[src/rtl/ahb_to_apb_bridge_if.sv]
`default_nettype none
// ============================================================================
//  Module      : ahb_to_apb_bridge_if
//  Description : Bus bundle for the AHB-Lite to APB bridge. Carries the AHB
//                slave-side signals and the APB master-side signals.
//                  slave  modport : the bridge view
//                  master modport : the AHB manager plus APB completer view
//                Optional feature macro AHB2APB_PSLVERR_EN adds pslverr_i.
//  Revision    : 1.0 - initial release
// ============================================================================
interface ahb_to_apb_bridge_if #(
    parameter int ADDR_WIDTH   = 32,
    parameter int HBURST_WIDTH = 3,
    parameter int HPROT_WIDTH  = 4,
    parameter int DATA_WIDTH   = 32
);
    // AHB side
    logic [ADDR_WIDTH-1:0]     haddr_i;
    logic [HBURST_WIDTH-1:0]   hburst_i;
    logic                      hmastlock_i;
    logic                      hsel_i;
    logic [HPROT_WIDTH-1:0]    hprot_i;
    logic [2:0]                hsize_i;
    logic                      hnonsec_i;
    logic                      hexcl_i;
    logic                      hmaster_i;
    logic [1:0]                htrans_i;
    logic [DATA_WIDTH-1:0]     hwdata_i;
    logic [DATA_WIDTH/8-1:0]   hwstrb_i;
    logic                      hwrite_i;
    logic [DATA_WIDTH-1:0]     hrdata_o;
    logic                      hready_o;
    logic                      hreadyout_o;
    logic                      hresp_o;
    logic                      hexokay_o;

    // APB side
    logic [ADDR_WIDTH-1:0]     paddr_o;
    logic                      psel_o;
    logic                      penable_o;
    logic                      pwrite_o;
    logic [DATA_WIDTH-1:0]     pwdata_o;
    logic [DATA_WIDTH/8-1:0]   pstrb_o;
    logic [DATA_WIDTH-1:0]     prdata_i;
    logic                      pready_i;
`ifdef AHB2APB_PSLVERR_EN
    logic                      pslverr_i;
`endif

    modport slave (
        input  haddr_i, hburst_i, hmastlock_i, hsel_i, hprot_i, hsize_i,
               hnonsec_i, hexcl_i, hmaster_i, htrans_i, hwdata_i, hwstrb_i,
               hwrite_i, prdata_i, pready_i,
`ifdef AHB2APB_PSLVERR_EN
        input  pslverr_i,
`endif
        output hrdata_o, hready_o, hreadyout_o, hresp_o, hexokay_o,
               paddr_o, psel_o, penable_o, pwrite_o, pwdata_o, pstrb_o
    );

    modport master (
        output haddr_i, hburst_i, hmastlock_i, hsel_i, hprot_i, hsize_i,
               hnonsec_i, hexcl_i, hmaster_i, htrans_i, hwdata_i, hwstrb_i,
               hwrite_i, prdata_i, pready_i,
`ifdef AHB2APB_PSLVERR_EN
        output pslverr_i,
`endif
        input  hrdata_o, hready_o, hreadyout_o, hresp_o, hexokay_o,
               paddr_o, psel_o, penable_o, pwrite_o, pwdata_o, pstrb_o
    );
endinterface
`default_nettype wire

[src/rtl/ahb_to_apb_bridge.sv]
`default_nettype none
// ============================================================================
//  Module      : ahb_to_apb_bridge
//  Description : AHB-Lite slave to APB master bridge, single clock domain.
//                Every accepted AHB NONSEQ/SEQ beat becomes one APB
//                SETUP+ACCESS transfer; hreadyout_o stretches the AHB data
//                phase until the APB completer signals pready_i.
//  Ports       : clk   - clock, rising edge
//                reset - asynchronous, active-low reset
//                bus   - ahb_to_apb_bridge_if.slave (AHB slave + APB master)
//  Options     : AHB2APB_PSLVERR_EN - adds pslverr_i; an APB slave error is
//                returned as a two-cycle AHB ERROR response.
//  Revision    : 1.0 - initial release
// ============================================================================
module ahb_to_apb_bridge #(
    parameter int ADDR_WIDTH   = 32,
    parameter int HBURST_WIDTH = 3,
    parameter int HPROT_WIDTH  = 4,
    parameter int DATA_WIDTH   = 32
) (
    input  logic                 clk,
    input  logic                 reset,
    ahb_to_apb_bridge_if.slave   bus
);

    localparam int c_STRB_WIDTH = DATA_WIDTH / 8;

    typedef enum logic [2:0] {
        S_IDLE   = 3'd0,
        S_WDATA  = 3'd1,
        S_SETUP  = 3'd2,
        S_ACCESS = 3'd3,
        S_ERR1   = 3'd4,
        S_ERR2   = 3'd5
    } state_t;

    state_t                   r_state;
    logic [ADDR_WIDTH-1:0]    r_paddr;
    logic                     r_pwrite;
    logic [DATA_WIDTH-1:0]    r_pwdata;
    logic [c_STRB_WIDTH-1:0]  r_pstrb;
    logic                     r_psel;
    logic                     r_penable;
    logic [DATA_WIDTH-1:0]    r_hrdata;
`ifdef AHB2APB_PSLVERR_EN
    logic                     r_hresp;
`endif

    logic                     w_pslverr;
    logic                     w_hreadyout;
    logic                     w_acc;
    logic                     w_rd_done;

`ifdef AHB2APB_PSLVERR_EN
    assign w_pslverr = bus.pslverr_i;
`else
    assign w_pslverr = 1'b0;
`endif

    // The AHB data phase is released in IDLE, on a clean APB completion, and
    // in the second cycle of an error response. An erroring completion holds
    // hready low for one cycle so the master can react to hresp first.
    always_comb begin
        w_hreadyout = 1'b0;
        case (r_state)
            S_IDLE:   w_hreadyout = 1'b1;
            S_ACCESS: w_hreadyout = bus.pready_i & ~w_pslverr;
            S_ERR2:   w_hreadyout = 1'b1;
            default:  w_hreadyout = 1'b0;
        endcase
    end

    assign w_acc     = bus.hsel_i & w_hreadyout & bus.htrans_i[1];
    assign w_rd_done = (r_state == S_ACCESS) & bus.pready_i & ~r_pwrite;

    always_ff @(posedge clk or negedge reset) begin
        if (!reset) begin
            r_state   <= S_IDLE;
            r_paddr   <= '0;
            r_pwrite  <= 1'b0;
            r_pwdata  <= '0;
            r_pstrb   <= '0;
            r_psel    <= 1'b0;
            r_penable <= 1'b0;
            r_hrdata  <= '0;
`ifdef AHB2APB_PSLVERR_EN
            r_hresp   <= 1'b0;
`endif
        end else begin
            if (w_rd_done) begin
                r_hrdata <= bus.prdata_i;
            end

            if (w_hreadyout) begin
                // Bus free this cycle: take a new address phase or go idle.
                // Reads go straight to SETUP; writes spend one cycle in
                // WDATA because hwdata_i only appears in the data phase.
                r_penable <= 1'b0;
`ifdef AHB2APB_PSLVERR_EN
                r_hresp   <= 1'b0;
`endif
                if (w_acc) begin
                    r_paddr  <= bus.haddr_i;
                    r_pwrite <= bus.hwrite_i;
                    r_psel   <= ~bus.hwrite_i;
                    r_state  <= bus.hwrite_i ? S_WDATA : S_SETUP;
                end else begin
                    r_psel   <= 1'b0;
                    r_state  <= S_IDLE;
                end
            end else begin
                case (r_state)
                    S_WDATA: begin
                        r_pwdata <= bus.hwdata_i;
                        r_pstrb  <= bus.hwstrb_i;
                        r_psel   <= 1'b1;
                        r_state  <= S_SETUP;
                    end
                    S_SETUP: begin
                        r_penable <= 1'b1;
                        r_state   <= S_ACCESS;
                    end
                    S_ACCESS: begin
                        // hready is low here, so pready_i=1 can only mean
                        // the completer flagged an error.
                        if (bus.pready_i) begin
                            r_psel    <= 1'b0;
                            r_penable <= 1'b0;
                            r_state   <= S_ERR1;
`ifdef AHB2APB_PSLVERR_EN
                            r_hresp   <= 1'b1;
`endif
                        end
                    end
                    S_ERR1: begin
                        r_state <= S_ERR2;
                    end
                    default: begin
                        r_psel    <= 1'b0;
                        r_penable <= 1'b0;
                        r_state   <= S_IDLE;
                    end
                endcase
            end
        end
    end

    assign bus.hreadyout_o = w_hreadyout;
    assign bus.hready_o    = w_hreadyout;
    assign bus.hrdata_o    = w_rd_done ? bus.prdata_i : r_hrdata;
`ifdef AHB2APB_PSLVERR_EN
    assign bus.hresp_o     = r_hresp;
`else
    assign bus.hresp_o     = 1'b0;
`endif
    assign bus.hexokay_o   = 1'b0;
    assign bus.paddr_o     = r_paddr;
    assign bus.psel_o      = r_psel;
    assign bus.penable_o   = r_penable;
    assign bus.pwrite_o    = r_pwrite;
    assign bus.pwdata_o    = r_pwdata;
    assign bus.pstrb_o     = r_pstrb;

    // Attributes the bridge deliberately ignores.
    logic [HBURST_WIDTH-1:0] w_unused_hburst;
    logic [HPROT_WIDTH-1:0]  w_unused_hprot;
    logic                    w_unused;
    assign w_unused_hburst = bus.hburst_i;
    assign w_unused_hprot  = bus.hprot_i;
    assign w_unused = ^{w_unused_hburst, w_unused_hprot, bus.hmastlock_i,
                        bus.hsize_i, bus.hnonsec_i, bus.hexcl_i,
                        bus.hmaster_i, bus.htrans_i[0]};

endmodule
`default_nettype wire

[src/flat_wrapper.sv]
// flat-port wrapper written by rule: the top's interface ports become plain ports
module ahb_to_apb_bridge_flat 
#(
    parameter int ADDR_WIDTH   = 32,
    parameter int HBURST_WIDTH = 3,
    parameter int HPROT_WIDTH  = 4,
    parameter int DATA_WIDTH   = 32
)
  (clk, reset, bus_haddr_i, bus_hburst_i, bus_hmastlock_i, bus_hsel_i, bus_hprot_i, bus_hsize_i, bus_hnonsec_i, bus_hexcl_i, bus_hmaster_i, bus_htrans_i, bus_hwdata_i, bus_hwstrb_i, bus_hwrite_i, bus_prdata_i, bus_pready_i, bus_hrdata_o, bus_hready_o, bus_hreadyout_o, bus_hresp_o, bus_hexokay_o, bus_paddr_o, bus_psel_o, bus_penable_o, bus_pwrite_o, bus_pwdata_o, bus_pstrb_o);
  ahb_to_apb_bridge_if #(.ADDR_WIDTH(ADDR_WIDTH), .HBURST_WIDTH(HBURST_WIDTH), .HPROT_WIDTH(HPROT_WIDTH), .DATA_WIDTH(DATA_WIDTH)) bus_i ();
  input  logic clk;
  input  logic reset;
  input wire logic [$bits(bus_i.haddr_i)-1:0] bus_haddr_i;
  input wire logic [$bits(bus_i.hburst_i)-1:0] bus_hburst_i;
  input wire logic [$bits(bus_i.hmastlock_i)-1:0] bus_hmastlock_i;
  input wire logic [$bits(bus_i.hsel_i)-1:0] bus_hsel_i;
  input wire logic [$bits(bus_i.hprot_i)-1:0] bus_hprot_i;
  input wire logic [$bits(bus_i.hsize_i)-1:0] bus_hsize_i;
  input wire logic [$bits(bus_i.hnonsec_i)-1:0] bus_hnonsec_i;
  input wire logic [$bits(bus_i.hexcl_i)-1:0] bus_hexcl_i;
  input wire logic [$bits(bus_i.hmaster_i)-1:0] bus_hmaster_i;
  input wire logic [$bits(bus_i.htrans_i)-1:0] bus_htrans_i;
  input wire logic [$bits(bus_i.hwdata_i)-1:0] bus_hwdata_i;
  input wire logic [$bits(bus_i.hwstrb_i)-1:0] bus_hwstrb_i;
  input wire logic [$bits(bus_i.hwrite_i)-1:0] bus_hwrite_i;
  input wire logic [$bits(bus_i.prdata_i)-1:0] bus_prdata_i;
  input wire logic [$bits(bus_i.pready_i)-1:0] bus_pready_i;
  output wire logic [$bits(bus_i.hrdata_o)-1:0] bus_hrdata_o;
  output wire logic [$bits(bus_i.hready_o)-1:0] bus_hready_o;
  output wire logic [$bits(bus_i.hreadyout_o)-1:0] bus_hreadyout_o;
  output wire logic [$bits(bus_i.hresp_o)-1:0] bus_hresp_o;
  output wire logic [$bits(bus_i.hexokay_o)-1:0] bus_hexokay_o;
  output wire logic [$bits(bus_i.paddr_o)-1:0] bus_paddr_o;
  output wire logic [$bits(bus_i.psel_o)-1:0] bus_psel_o;
  output wire logic [$bits(bus_i.penable_o)-1:0] bus_penable_o;
  output wire logic [$bits(bus_i.pwrite_o)-1:0] bus_pwrite_o;
  output wire logic [$bits(bus_i.pwdata_o)-1:0] bus_pwdata_o;
  output wire logic [$bits(bus_i.pstrb_o)-1:0] bus_pstrb_o;
  assign bus_i.haddr_i = bus_haddr_i;
  assign bus_i.hburst_i = bus_hburst_i;
  assign bus_i.hmastlock_i = bus_hmastlock_i;
  assign bus_i.hsel_i = bus_hsel_i;
  assign bus_i.hprot_i = bus_hprot_i;
  assign bus_i.hsize_i = bus_hsize_i;
  assign bus_i.hnonsec_i = bus_hnonsec_i;
  assign bus_i.hexcl_i = bus_hexcl_i;
  assign bus_i.hmaster_i = bus_hmaster_i;
  assign bus_i.htrans_i = bus_htrans_i;
  assign bus_i.hwdata_i = bus_hwdata_i;
  assign bus_i.hwstrb_i = bus_hwstrb_i;
  assign bus_i.hwrite_i = bus_hwrite_i;
  assign bus_i.prdata_i = bus_prdata_i;
  assign bus_i.pready_i = bus_pready_i;
  assign bus_hrdata_o = bus_i.hrdata_o;
  assign bus_hready_o = bus_i.hready_o;
  assign bus_hreadyout_o = bus_i.hreadyout_o;
  assign bus_hresp_o = bus_i.hresp_o;
  assign bus_hexokay_o = bus_i.hexokay_o;
  assign bus_paddr_o = bus_i.paddr_o;
  assign bus_psel_o = bus_i.psel_o;
  assign bus_penable_o = bus_i.penable_o;
  assign bus_pwrite_o = bus_i.pwrite_o;
  assign bus_pwdata_o = bus_i.pwdata_o;
  assign bus_pstrb_o = bus_i.pstrb_o;
  ahb_to_apb_bridge #(.ADDR_WIDTH(ADDR_WIDTH), .HBURST_WIDTH(HBURST_WIDTH), .HPROT_WIDTH(HPROT_WIDTH), .DATA_WIDTH(DATA_WIDTH)) u_core (.clk(clk), .reset(reset), .bus(bus_i));
endmodule
[config.mk]
export PLATFORM = sky130hd
export DESIGN_NAME = ahb_to_apb_bridge_flat
export DESIGN_NICKNAME = d
export VERILOG_FILES = /design/src/rtl/ahb_to_apb_bridge_if.sv /design/src/rtl/ahb_to_apb_bridge.sv /design/src/flat_wrapper.sv
export SDC_FILE = /design/constraint.sdc
export NUM_CORES = 1
export LEC_CHECK = 0
export ABC_AREA = 1
export CORE_ASPECT_RATIO = 0.75
export CORE_MARGIN = 2
export CORE_UTILIZATION = 39
export CTS_CLUSTER_SIZE = 25
export DETAILED_ROUTE_END_ITERATION = 8
export PLACE_DENSITY = 0.9
export SETUP_SLACK_MARGIN = 0.5
export SYNTH_ARGS = -nofsm -noshare
export SYNTH_HDL_FRONTEND = slang
export SYNTH_SLANG_ARGS = --single-unit
[constraint.sdc]
create_clock -name clk -period 1.7 [get_ports clk]
set_input_delay 0.34 -clock clk [delete_from_list [all_inputs] [get_ports clk]]
set_output_delay 0.34 -clock clk [all_outputs]
set_load 0.1 [all_outputs]
==> impl_metrics.json <==
{
  "finalClockSkew_ps": 10.94,
  "syn_avg_cell_area_um2": 9.077,
  "cap_violations": 0,
  "track_usage_pct": 31.43,
  "path_max_fanout": 4,
  "initial_utilization_pct": 39.52,
  "first_pass_iters": 4,
  "final_nets": 896,
  "pin_count": 228,
  "die_w_um": 124.9,
  "h-tree-depth": 3,
  "syn_inst": 471,
  "synth_seq_cells": 106,
  "grt_max_degree": 107,
  "ys_seq_area_share_pct": 62.04,
  "worst_slew_pin_slew_ps": 571.7,
  "clk_pin_slew_ps": 70,
  "yosysUniqueCellTypes": 19,
  "diodes": 0,
  "drt_iter0_drc": 303,
  "ys_top_cells_by_area": "dfrtp_1 62%, nand2_1 13%, inv_1 6.4%",
  "drcViolationCount": 0,
  "rsz0062_at_grt": "yes",
  "hold_viol": 0,
  "dp.cells": 817,
  "violations": "negative setup slack",
  "fillers": 314,
  "via_count": 4804,
  "via_per_inst": 5.222,
  "postPlaceCellArea_mm2": 0.008108,
  "cts.sinks": 106,
  "dieArea_mm2": 0.01182,
  "maxSlewViolCount": 0,
  "final-setup-viol-count": 70,
  "dp_hpwl_um": 10010,
  "grt_first_pass_wirelength_um": 28300,
  "hp-class": "in -> async",
  "max_freq_mhz": 466.3,
  "critPathKind": "reg -> out",
  "slowest_stage": "dfrtp_1",
  "crit_path_end_kind": "primary output",
  "period_share_pct": 126.1,
  "slew_headroom_pct": 61.89,
  "antenna_found_initial": 0,
  "core.rowCount": 33,
  "stdcell_count": 920,
  "core_mm2": 0.01082,
  "synth_area_mm2": 0.004275,
  "cts_inserted_buffers": 9,
  "synth_top_area_share_pct": 62.04,
  "area_growth_pct": 137.3,
  "status": "complete, but fails checks",
  "placement.io_buffers": 210,
  "tns_ps": -17270,
  "ys_warn_count": 0,
  "clk_path_buf_depth": 2,
  "post_drt_wl_per_cell_um": 23.31,
  "die_y_um": 94.68,
  "gp_congestion": 0.8069,
  "crit_arrival_ps": 1800,
  "ant_nets": 0,
  "synth_top_cell_by_area": "dfrtp_1",
  "finalCriticalPeriod_ps": 2144,
  "hold_slack_ps": 61.13,
  "grt_pass1_vias": 5050,
  "clock_latency_ps": 340,
  "totalWireLength_um": 21440,
  "drive_gt1_share_pct": 59.23,
  "crit_path_cell_trace": "nand2_2 -> nor2_4 -> buf_6 -> nand3b_4 -> clkbuf_16 -> o21ai_4 -> buf_12",
  "slowest_delay_ps": 400,
  "required_ps": 1360,
  "stdcell_area_mm2": 0.01015,
  "cts_root_buf": "clkbuf_16",
  "critPathLaunchType": "flip-flop",
  "tritoncts": "built",
  "grt.overflow.total": 0,
  "worst_slack_ps": -444.5
}
## registers in the layout, indices dropped and copies added, names as in the netlist
| signal | count |
|---|---|
| u_core.bus.pwrite_o | 1 |
| u_core.r_state | 3 |
| u_core.bus.psel_o | 1 |
| u_core.bus.paddr_o | 32 |
| u_core.r_hrdata | 32 |
| u_core.bus.pwdata_o | 32 |
| u_core.bus.pstrb_o | 4 |
| u_core.bus.penable_o | 1 |
## cell type report
cell class | instances | area, um2 | share of cell area [%]
timing repair buffer | 317 | 4464 | 44.00
clock buffer | 12 | 236.5 | 2.331
clock inverter | 4 | 30.03 | 0.2960
tap | 140 | 175.2 | 1.726
multi-input combinational | 266 | 2210 | 21.78
inverter | 75 | 286.5 | 2.824
sequential | 106 | 2744 | 27.04
## metrics by stage
stage	worst slack, ps	utilization [%]
floorplan	-307.2	-
global placement	-297.0	74.95
detailed placement	-325.4	74.95
CTS	-370.3	89.32
global route	-492.2	93.79
finish	-444.5	93.79
## cell usage after synthesis
library cell and n:
o21ai_1 18, clkbuf_2 1, o21ai_0 51, clkinv_1 1, nor2_4 1, buf_6 3
buf_2 8, nand3b_4 1, nand2_2 1, clkbuf_1 4, inv_1 73, buf_4 10
and3_1 1, nand2_4 2, dfrtp_1 106, nand3_1 41, conb_1 1, inv_2 1
nand2_1 147
## what timing repair did
item	in CTS	in global routing
pin swaps	32	20
buffers inserted	43	27
hold buffers	0	0
setup endpoints to repair	210	210
cloned	15	2
gates resized for setup	194	58
## critical path, delay by kind of cell (launching register included)
family                 cells  cell delay [ps]
AO/OA/AOI/OAI              1              160
buffers and inverters      3              530
AND/OR/NAND/NOR            3              380
flip-flops                 1              400
## final timing paths
| path | cells past startpoint | startpoint | slack, ps | end |
|---|---|---|---|---|
| setup / recovery | 7 | u_core.r_state[1]$_DFFE_PN0P_ | -440 | bus_hrdata_o[28] |
| hold / removal | 2 | reset | 60 | u_core.r_hrdata[4]$_DFF_PN0_ |
| setup reg to reg | 12 | u_core.r_state[1]$_DFFE_PN0P_ | -160 | u_core.bus.paddr_o[30]$_DFFE_PN0P_ |
| hold reg to reg | 2 | u_core.r_hrdata[15]$_DFF_PN0_ | 520 | u_core.r_hrdata[15]$_DFF_PN0_ |
| max in group asynchronous | 2 | reset | 1170 | u_core.bus.paddr_o[16]$_DFFE_PN0P_ |
| min in group clk | 2 | u_core.r_hrdata[15]$_DFF_PN0_ | 520 | u_core.r_hrdata[15]$_DFF_PN0_ |
## routing by layer
| layer | GRT usage (%) | part of all wire, % | vias up |
|---|---|---|---|
| li1 | - | - | 2061 |
| met1 | 35.83 | 36 | 2394 |
| met2 | 58.24 | 53 | 281 |
| met3 | 8.725 | 7.4 | 68 |
| met4 | 9.722 | 3.4 | 0 |
| met5 | 0 | 0 | - |
## cells in the final DEF, fill, tap and decap left out, types with 3 or more instances in the layout
master	n
buf_12	116
clkdlybuf4s50_1	103
inv_1	71
nand2_1	71
dfrtp_2	70
buf_4	63
nand2_4	43
dfrtp_1	35
nand2_2	34
o21ai_4	33
o21ai_2	31
nand3_1	25
buf_6	16
buf_16	14
nand3_2	13
clkbuf_16	10
o21ai_1	4
clkinvlp_4	4
nand3_4	3
clkbuf_1	3
## kinds of logic after synthesis
group	after synthesis	share of synthesized area, %
AOI/OAI and AO/OA	69	8.077
buffers and inverters	101	10.54
DFF	106	62.04
other	1	0.08771
and+or+nand+nor	194	19.26
Power is not shown: default switching activity piles up to over one toggle a cycle in this logic, so the estimate is an artifact.
